### src/rtl/pc_pkg.sv
// Shared types and defaults for the program-counter unit and its return-address stack.
// Latency: n/a (declarations only).
// Backpressure: n/a.
package pc_pkg;

  // Action the PC takes on one enabled edge, in decreasing priority order RET > CALL > JUMP > STEP.
  typedef enum logic [2:0] {
    PC_HOLD,
    PC_STEP,
    PC_JUMP,
    PC_CALL,
    PC_RET
  } pc_action_e;

  localparam int          PC_WIDTH_DEF     = 32;
  localparam int          PC_STEP_DEF      = 4;
  localparam logic [31:0] PC_RESET_VEC_DEF = 32'h0000_0000;
  localparam int          RAS_DEPTH_DEF    = 4;

  // Index width for a RAS of the given depth; never narrower than one bit.
  function automatic int ras_ptr_width(input int depth);
    return (depth <= 2) ? 1 : $clog2(depth);
  endfunction

endpackage

### src/rtl/pc_unit_ras_if.sv
// Control/observation bundle between decode/execute and the PC unit.
// Latency: n/a (wires only).
// Backpressure: none; wEn=0 stalls the PC unit.
// master: drives wEn/redirect/call/ret/target, observes PCout and RAS flags.
// slave : the PC unit itself.
interface pc_unit_ras_if #(
  parameter int WIDTH = 32
);
  logic             wEn;
  logic             redirect;
  logic             call;
  logic             ret;
  logic [WIDTH-1:0] target;
  logic [WIDTH-1:0] PCout;
  logic             ras_empty;
  logic             ras_full;
  logic             ras_ovf;
  logic             ras_unf;

  modport master (
    output wEn, redirect, call, ret, target,
    input  PCout, ras_empty, ras_full, ras_ovf, ras_unf
  );

  modport slave (
    input  wEn, redirect, call, ret, target,
    output PCout, ras_empty, ras_full, ras_ovf, ras_unf
  );
endinterface

### src/rtl/pc_ras.sv
// Circular return-address stack: push overwrites the oldest entry when full.
// Latency: push/pop take effect on the next edge; top_dat_o is the registered top entry.
// Backpressure: none; overflow/underflow reported as one-cycle flag pulses.
// Ports: clock/reset, push_i + push_dat_i, pop_i, top_dat_o, empty_o, full_o, ovf_o, unf_o.
module pc_ras
  import pc_pkg::*;
#(
  parameter int WIDTH = PC_WIDTH_DEF,
  parameter int DEPTH = RAS_DEPTH_DEF
) (
  input  logic             clock,
  input  logic             reset,
  input  logic             push_i,
  input  logic             pop_i,
  input  logic [WIDTH-1:0] push_dat_i,
  output logic [WIDTH-1:0] top_dat_o,
  output logic             empty_o,
  output logic             full_o,
  output logic             ovf_o,
  output logic             unf_o
);

  localparam int             PW       = ras_ptr_width(DEPTH);
  localparam int             CW       = $clog2(DEPTH + 1);
  localparam logic [CW-1:0]  FULL_CNT = CW'(DEPTH);
  localparam logic [PW-1:0]  PTR_LAST = PW'(DEPTH - 1);

  logic [WIDTH-1:0] mem_q [DEPTH];
  logic [PW-1:0]    top_q, top_d;
  logic [CW-1:0]    cnt_q, cnt_d;
  logic             ovf_q, ovf_d;
  logic             unf_q, unf_d;
  logic             wr_en;
  logic [PW-1:0]    wr_ptr;

  // DEPTH is a power of two, so pointer arithmetic wraps around the buffer for free.
  assign wr_ptr    = top_q + PW'(1);
  assign top_dat_o = mem_q[top_q];
  assign empty_o   = (cnt_q == '0);
  assign full_o    = (cnt_q == FULL_CNT);
  assign ovf_o     = ovf_q;
  assign unf_o     = unf_q;

  always_comb begin
    top_d = top_q;
    cnt_d = cnt_q;
    ovf_d = 1'b0;
    unf_d = 1'b0;
    wr_en = 1'b0;
    if (push_i) begin
      // When full, top+1 is the oldest entry: it is overwritten and count saturates.
      wr_en = 1'b1;
      top_d = wr_ptr;
      ovf_d = full_o;
      if (!full_o) cnt_d = cnt_q + CW'(1);
    end else if (pop_i) begin
      if (empty_o) begin
        unf_d = 1'b1;
      end else begin
        top_d = top_q - PW'(1);
        cnt_d = cnt_q - CW'(1);
      end
    end
  end

  always_ff @(posedge clock) begin
    if (reset) begin
      top_q <= PTR_LAST;  // first push then lands in entry 0
      cnt_q <= '0;
      ovf_q <= 1'b0;
      unf_q <= 1'b0;
    end else begin
      top_q <= top_d;
      cnt_q <= cnt_d;
      ovf_q <= ovf_d;
      unf_q <= unf_d;
    end
  end

  // Entry contents need no reset; validity is tracked by the count.
  always_ff @(posedge clock) begin
    if (wr_en) mem_q[wr_ptr] <= push_dat_i;
  end

endmodule

### src/rtl/pc_unit_ras.sv
// Fetch program counter with stall, step, jump, call and return via an internal RAS.
// Latency: 1 cycle from sampled controls to PCout.
// Backpressure: wEn=0 holds PC and RAS and ignores all requests.
// Ports: clock, reset (sync, active-high), bus (slave: wEn/redirect/call/ret/target in;
//        PCout, ras_empty/ras_full/ras_ovf/ras_unf out).
module pc_unit_ras
  import pc_pkg::*;
#(
  parameter int               WIDTH     = PC_WIDTH_DEF,
  parameter logic [WIDTH-1:0] RESET_VEC = WIDTH'(PC_RESET_VEC_DEF),
  parameter int               STEP      = PC_STEP_DEF,
  parameter int               RAS_DEPTH = RAS_DEPTH_DEF
) (
  input  logic          clock,
  input  logic          reset,
  pc_unit_ras_if.slave  bus
);

  localparam logic [WIDTH-1:0] STEP_W = WIDTH'(STEP);

  pc_action_e       action;
  logic [WIDTH-1:0] pc_q, pc_d;
  logic [WIDTH-1:0] pc_inc;
  logic [WIDTH-1:0] ras_top;
  logic             ras_empty;
  logic             ras_full;
  logic             ras_ovf;
  logic             ras_unf;

  // Also the value pushed on a call; wraps modulo 2^WIDTH.
  assign pc_inc = pc_q + STEP_W;

  // One action per enabled edge; lower-priority requests are dropped.
  always_comb begin
    action = PC_HOLD;
    if (bus.wEn) begin
      if (bus.ret)           action = PC_RET;
      else if (bus.call)     action = PC_CALL;
      else if (bus.redirect) action = PC_JUMP;
      else                   action = PC_STEP;
    end
  end

  always_comb begin
    pc_d = pc_q;
    unique case (action)
      PC_HOLD: pc_d = pc_q;
      PC_STEP: pc_d = pc_inc;
      PC_JUMP: pc_d = bus.target;
      PC_CALL: pc_d = bus.target;
      // A return with nothing on the stack degrades to a sequential step.
      PC_RET:  pc_d = ras_empty ? pc_inc : ras_top;
      default: pc_d = pc_q;
    endcase
  end

  always_ff @(posedge clock) begin
    if (reset) pc_q <= RESET_VEC;
    else       pc_q <= pc_d;
  end

  pc_ras #(
    .WIDTH (WIDTH),
    .DEPTH (RAS_DEPTH)
  ) u_ras (
    .clock      (clock),
    .reset      (reset),
    .push_i     (action == PC_CALL),
    .pop_i      (action == PC_RET),
    .push_dat_i (pc_inc),
    .top_dat_o  (ras_top),
    .empty_o    (ras_empty),
    .full_o     (ras_full),
    .ovf_o      (ras_ovf),
    .unf_o      (ras_unf)
  );

  assign bus.PCout     = pc_q;
  assign bus.ras_empty = ras_empty;
  assign bus.ras_full  = ras_full;
  assign bus.ras_ovf   = ras_ovf;
  assign bus.ras_unf   = ras_unf;

endmodule
### src/flat_wrapper.sv
// flat-port wrapper written by rule: the top's interface ports become plain ports
module pc_unit_ras_flat import pc_pkg::*;
#(
  parameter int               WIDTH     = PC_WIDTH_DEF,
  parameter logic [WIDTH-1:0] RESET_VEC = WIDTH'(PC_RESET_VEC_DEF),
  parameter int               STEP      = PC_STEP_DEF,
  parameter int               RAS_DEPTH = RAS_DEPTH_DEF
)
  (clock, reset, bus_wEn, bus_redirect, bus_call, bus_ret, bus_target, bus_PCout, bus_ras_empty, bus_ras_full, bus_ras_ovf, bus_ras_unf);
  pc_unit_ras_if #(.WIDTH(WIDTH)) bus_i ();
  input  logic clock;
  input  logic reset;
  input wire logic [$bits(bus_i.wEn)-1:0] bus_wEn;
  input wire logic [$bits(bus_i.redirect)-1:0] bus_redirect;
  input wire logic [$bits(bus_i.call)-1:0] bus_call;
  input wire logic [$bits(bus_i.ret)-1:0] bus_ret;
  input wire logic [$bits(bus_i.target)-1:0] bus_target;
  output wire logic [$bits(bus_i.PCout)-1:0] bus_PCout;
  output wire logic [$bits(bus_i.ras_empty)-1:0] bus_ras_empty;
  output wire logic [$bits(bus_i.ras_full)-1:0] bus_ras_full;
  output wire logic [$bits(bus_i.ras_ovf)-1:0] bus_ras_ovf;
  output wire logic [$bits(bus_i.ras_unf)-1:0] bus_ras_unf;
  assign bus_i.wEn = bus_wEn;
  assign bus_i.redirect = bus_redirect;
  assign bus_i.call = bus_call;
  assign bus_i.ret = bus_ret;
  assign bus_i.target = bus_target;
  assign bus_PCout = bus_i.PCout;
  assign bus_ras_empty = bus_i.ras_empty;
  assign bus_ras_full = bus_i.ras_full;
  assign bus_ras_ovf = bus_i.ras_ovf;
  assign bus_ras_unf = bus_i.ras_unf;
  pc_unit_ras #(.WIDTH(WIDTH), .RESET_VEC(RESET_VEC), .STEP(STEP), .RAS_DEPTH(RAS_DEPTH)) u_core (.clock(clock), .reset(reset), .bus(bus_i));
endmodule
### config.mk
export PLATFORM = sky130hd
export DESIGN_NAME = pc_unit_ras_flat
export DESIGN_NICKNAME = d
export VERILOG_FILES = /design/src/rtl/pc_pkg.sv /design/src/rtl/pc_unit_ras_if.sv /design/src/rtl/pc_ras.sv /design/src/rtl/pc_unit_ras.sv /design/src/flat_wrapper.sv
export SDC_FILE = /design/constraint.sdc
export NUM_CORES = 1
export LEC_CHECK = 0
export ABC_AREA = 1
export CORE_MARGIN = 2
export CORE_UTILIZATION = 50
export DETAILED_ROUTE_END_ITERATION = 7
export PLACE_DENSITY = 0.71
export SYNTH_ARGS = -nofsm -noshare
export SYNTH_HDL_FRONTEND = slang
export SYNTH_SLANG_ARGS = --single-unit
### constraint.sdc
create_clock -name clock -period 3.3 [get_ports clock]
set_input_delay 0.66 -clock clock [delete_from_list [all_inputs] [get_ports clock]]
set_output_delay 0.66 -clock clock [all_outputs]
set_load 0.005 [all_outputs]
==> flow_summary.toml, run 1 <==
[global_route]
antenna_found_initial = 0
grt_first_pass_wirelength_um = 32890
grt_pass1_vias = 6014
grt_max_degree = 63
track_usage_pct = 26.11
grt_overflow = 0

[yosys]
yosys_warnings = 0
ys_ff_latch = 169
netlist_area_um2 = 7941
synthDistinctLibCells = 35
syn_nets = 916
synthFlopType = "edfxtp_1"
syn-mean-instance-area_um2 = 9.107
async_reset_ff_share_pct = 0
synthCells = 872
synth_edf_count = 128
yosysSeqAreaShare_pct = 58.74

[worst_setup_path]
cp_top_family = "buffers and inverters"
max_stage_delay_ns = 0.50
path_buf_inv = 3
cp_data_arrival_time_ns = 1.59
cpMostUsedCell = "inv_1"
crit_chain = "inv_1, nand3_1, inv_1, clkdlybuf4s50_1"
critPathSlowestCell = "clkdlybuf4s50_1"
crit_fanout = 3
crit_required_ns = 2.64
endpoint_kind = "output port"
path_class = "reg -> out"
cp-start-kind = "register"

[pwr]
irDropWorstVdd_v = 0.0003760
switchingPower_uw = 1326
sw_frac_of_total_pct = 25.76
leakage_uw = 0.003500
clockPowerShare_pct = 40.4
combPwrFrac_pct = 12.1
sequentialPowerShare_pct = 47.5
p_int_uw = 3822
cellPowerDensity_nw_per_um2 = 539.9

[clocking]
cts_resized = 0
root_buffer = "clkbuf_16"
postCtsSetupBuffers = 0
cts_hold_buf = 0
cts_tree = "yes"
htree_levels = 4
clock-sinks = 169
cts_buffer_depth = 2
clkTransAtPathRegs_ns = 0.07
clkLatencyLatePin_ns = 0.43
cts_buffers = 17

[status]
status = "finished, final reports clean"

[timing]
min_period_over_period_pct = 68.19
setup_slack_ns = 1.050
setup_viol = 0
slew_headroom_pct = 52.23
rsz0062_at_grt = "no"
fin_tns_setup_ns = 0
hold_viol_final = 0
worstMarginPinSlew_ns = 0.7165
period_minus_slack_ns = 2.250
drv_slew = 0
fmax_mhz = 444.4
finClkSkew_ns = 0.008279

[placement]
place_congestion = 0.9118
postPlaceCellArea_um2 = 8924
hpwlAfterDp_um = 13510
io_buffers = 73
dp_slack_ns = 0.6626

[routing]
via_count = 6295
wl_per_cell_um = 17.70
drt_wl_total_um = 20730
viasPerCell = 5.376
drc_errors = 0
first_pass_iters = 7
ant_nets = 0
drt_iter0_drc = 576

[finish]
final_util_pct = 60.68
layout_commonest_cell = "nand2_1"
layout-drive-gt1-share_pct = 8.901
area_delta_synth_final_pct = 20.06
antenna_cells = 0
multi_input_area_um2 = 2873
seqCellArea_um2 = 4666
final_cell_area_um2 = 9534
nets = 986
final_cell_mix = "nand2_1 (217), edfxtp_1 (128), nand3_1 (117)"
nFillCells = 1355

[floorplanning]
die_x_um = 130.0
num_rows = 46
die_y_um = 130.0
ioPinCount = 74
start_util_pct = 50.54
fp.coreArea_um2 = 15710
die-area_um2 = 16910

[flow_run]
cap_viol_max_count = 0

[min_path]
min_path_type = "reg -> reg"
-- final cells by class --
| type | count | area share [%] |
|---|---|---|
| inverter | 61 | 2.402 |
| tap | 216 | 2.835 |
| clock buffer | 17 | 4.462 |
| multi-input combinational | 601 | 30.13 |
| clock inverter | 15 | 1.942 |
| timing repair buffer | 92 | 9.291 |
| sequential | 169 | 48.94 |
-- cells in the mapped netlist, types with 7 or more instances --
master | count | share of area, %
clkbuf_1 | 13 | 0.61
nor2_1 | 80 | 3.8
buf_4 | 7 | 0.66
nand2_2 | 7 | 0.55
buf_2 | 20 | 1.3
a21oi_1 | 53 | 3.3
and2_1 | 16 | 1.3
dfxtp_1 | 41 | 10
nor2_2 | 8 | 0.63
nand2_1 | 217 | 10
and2_0 | 10 | 0.79
o21ai_0 | 48 | 3.0
inv_1 | 55 | 2.6
edfxtp_1 | 128 | 48
nand3_1 | 117 | 7.4
-- layer usage --
metal	part of all wire (%)	vias up	global-route usage, %
met2	47	249	42.53
li1	-	3077	-
met5	0	-	0
met1	44	2946	36.22
met4	1.5	0	8.033
met3	6.8	23	4.387
-- flip-flops by register name, indices dropped and copies added, names as in the netlist, named ones only --
name	cells
u_core.u_ras.cnt_q	3
u_core.u_ras.ovf_o	1
u_core.bus.PCout	32
u_core.u_ras.unf_o	1
u_core.u_ras.mem_q	128
u_core.u_ras.top_q	2
-- power groups by stage --
stage / registers, µW / logic, µW / clock network, µW
global placement: 2490 / 608 / 0
global route: 2450 / 696 / 2170
finish: 2450 / 623 / 2080
CTS: 2440 / 621 / 2090
floorplan: 2470 / 371 / 0
detailed placement: 2490 / 617 / 0
-- stage by stage --
| step | hold WS [ns] | instances | power, µW |
|---|---|---|---|
| 6_report | 0.5254 | 1171 | 5148 |
| 5_1_grt | 0.5626 | 1171 | 5321 |
| 4_1_cts | 0.5203 | 1171 | 5153 |
| 3_5_place_dp | 0.5067 | 1139 | 3108 |
| 3_3_place_gp | 0.5068 | 1139 | 3100 |
| 2_1_floorplan | 0.4741 | 872 | 2837 |
-- cell families after synthesis --
family | count (synthesis) | synth area share (%)
xor gates and xnor gates | 9 | 0.9925
DFF | 169 | 58.74
buffers and inverters | 102 | 5.467
adders and majority gates | 6 | 1.040
AOI/OAI and AO/OA | 118 | 7.862
and+or+nand+nor | 468 | 25.90
-- worst register-to-register path, stage by stage, from the launching register on --
cell and delay (ns):
dfxtp_1 0.47, ha_1 0.42, nand2_2 0.13, nor2_4 0.20, nand2_4 0.10, nor2_2 0.19, nand3_1 0.14, nand2_1 0.11
inv_1 0.09
-- path summary, 6_finish.rpt --
path / from / end / slack (ns) / cells past startpoint
setup / recovery: u_core.u_ras.cnt_q[0]$_SDFFE_PP0P_ / bus_ras_empty / 1.05 / 4
hold / removal: u_core.u_ras.cnt_q[1]$_SDFFE_PP0P_ / u_core.u_ras.cnt_q[1]$_SDFFE_PP0P_ / 0.53 / 2
setup reg to reg: u_core.bus.PCout[2]$_SDFFE_PP0P_ / u_core.u_ras.mem_q[1][26]$_DFFE_PP_ / 1.21 / 8
hold reg to reg: u_core.u_ras.cnt_q[1]$_SDFFE_PP0P_ / u_core.u_ras.cnt_q[1]$_SDFFE_PP0P_ / 0.53 / 2
(Power assumes the default switching activity.)
==> run 2, diff against run 1 <==
==> constraint.sdc (replaced) <==
create_clock -name clock -period 2.08 [get_ports clock]
set_input_delay 0.416 -clock clock [delete_from_list [all_inputs] [get_ports clock]]
set_output_delay 0.416 -clock clock [all_outputs]
set_load 0.005 [all_outputs]
==> run 2 against run 1 <==
Effect of this change:
- combinational power is 70% higher
- largest power group unchanged
- sequential share of layout area decreased by 0.99 points
- routed wire length down 0.29%
- highest routed layer unchanged
- largest cell class unchanged
- register-to-register slack got worse by 1.0 ns
- hold slack improved by 0.0050 ns
- final cell count is 1.5% higher
- critical path type unchanged
- non-clock buffer count rose by 18
- setup slack worse by 0.98 ns
- via count up 2.3%
==> flow_summary.toml, run 2 (synthesized netlist as in run 1, its figures left out) <==
[status]
status = "finished, final reports clean"

[timing]
finClkSkew_ns = 0.008957
hold_viol_final = 0
period_minus_slack_ns = 2.011
setup_viol = 0
holdWs_ns = 0.5304
min_period_over_period_pct = 96.70
fmax_mhz = 497.2
drv_slew = 0
slew_headroom_pct = 67.19
fin_tns_setup_ns = 0
setup_slack_ns = 0.06874
worstMarginPinSlew_ns = 0.4922

[clocking]
cts_tree = "yes"
postCtsSetupBuffers = 0
root_buffer = "clkbuf_16"
htree_levels = 4
clkLatencyLatePin_ns = 0.43
cts_buffer_depth = 2
clock-sinks = 169
clkTransAtPathRegs_ns = 0.06
cts_buffers = 17

[finish]
final_cell_mix = "nand2_1 (217), edfxtp_1 (128), nand3_1 (116)"
layout_commonest_cell = "nand2_1"
area_delta_synth_final_pct = 22.53
regMostFlops = "u_core.u_ras.mem_q"
largest_reg_flops = 128
stdcell_count = 1189
nets = 1004
antenna_cells = 0
final_cell_area_um2 = 9731
layout-drive-gt1-share_pct = 10.28

[pwr]
leakage_uw = 0.003589
cellPowerDensity_nw_per_um2 = 819.7
irDropWorstVdd_v = 0.0005703

[worst_setup_path]
cp_data_arrival_time_ns = 1.60
crit_fanout = 5
endpoint_kind = "output port"
path_class = "reg -> out"
cp-start-kind = "register"
crit_required_ns = 1.66

[placement]
dp_slack_ns = -0.0003695
place_congestion = 0.9763
hpwlAfterDp_um = 13450
dp_cells = 1157
io_buffers = 73
postPlaceCellArea_um2 = 9159

[floorplanning]
die-area_um2 = 16910
die_x_um = 130.0
ioPinCount = 74
num_rows = 46
fp.coreArea_um2 = 15710
start_util_pct = 50.54
die_y_um = 130.0

[routing]
ant_nets = 0
viasPerCell = 5.415
drc_errors = 0
drt_iter0_drc = 643
wl_per_cell_um = 17.38
first_pass_iters = 4
via_count = 6439
drt_wl_total_um = 20670

[min_path]
min_path_type = "reg -> reg"

[global_route]
grt_overflow = 0
antenna_found_initial = 0
track_usage_pct = 25.92
grt_pass1_vias = 5966
grt_max_degree = 55
grt_first_pass_wirelength_um = 32620

[flow_run]
cap_viol_max_count = 0
-- run 2: what timing repair did --
item | 4_1_cts | 5_1_grt
hold buffers | 0 | 0
endpoints found under the setup margin | 0 | 2
resized for setup | 0 | 3
-- run 2: layer usage --
metal | GRT usage (%) | part of all wire [%] | vias to the layer above
met2 | 42.16 | 48 | 258
met3 | 4.715 | 6.8 | 37
li1 | - | - | 3110
met1 | 35.43 | 43 | 3034
met4 | 8.729 | 2.2 | 0
met5 | 0 | 0 | -
-- run 2: through the flow --
| stage | power [µW] | utilization (%) |
|---|---|---|
| 2_1_floorplan | 4502 | - |
| 3_3_place_gp | 4975 | 58.29 |
| 3_5_place_dp | 4991 | 58.29 |
| 4_1_cts | 7996 | 61.86 |
| 5_1_grt | 8282 | 61.93 |
| 6_report | 7976 | 61.93 |
-- run 2: power breakdown --
| group | leakage [µW] | switching [µW] | internal (µW) |
|---|---|---|---|
| clock | 0.000269 | 1240 | 1800 |
| combinational | 0.00180 | 621 | 441 |
| sequential | 0.00152 | 110 | 3760 |
| total | 0.00359 | 1970 | 6000 |
-- run 2: worst paths after layout --
check / startpoint / endpoint / slack (ns) / depth (start not counted)
worst max-delay path: u_core.bus.PCout[4]$_SDFFE_PP0P_ / bus_PCout[4] / 0.07 / 2
worst min-delay path: u_core.u_ras.cnt_q[2]$_SDFFE_PP0P_ / u_core.u_ras.cnt_q[2]$_SDFFE_PP0P_ / 0.53 / 2
worst max register to register: u_core.bus.PCout[10]$_SDFFE_PP0P_ / u_core.u_ras.mem_q[0][31]$_DFFE_PP_ / 0.19 / 6
worst min register to register: u_core.u_ras.cnt_q[2]$_SDFFE_PP0P_ / u_core.u_ras.cnt_q[2]$_SDFFE_PP0P_ / 0.53 / 2
-- run 2: area by class of cell --
type,count,area [µm²]
clock buffer,24,461.7
multi-input combinational,601,2883
tap,216,270.3
clock inverter,8,100.1
inverter,61,229.0
fill,1320,5982
timing repair buffer,110,1121
sequential,169,4666
-- run 2: worst max-delay path, stage by stage, from the launching register on --
cell	delay [ns]
dfxtp_1	0.47
buf_4	0.18
clkdlybuf4s50_1	0.51
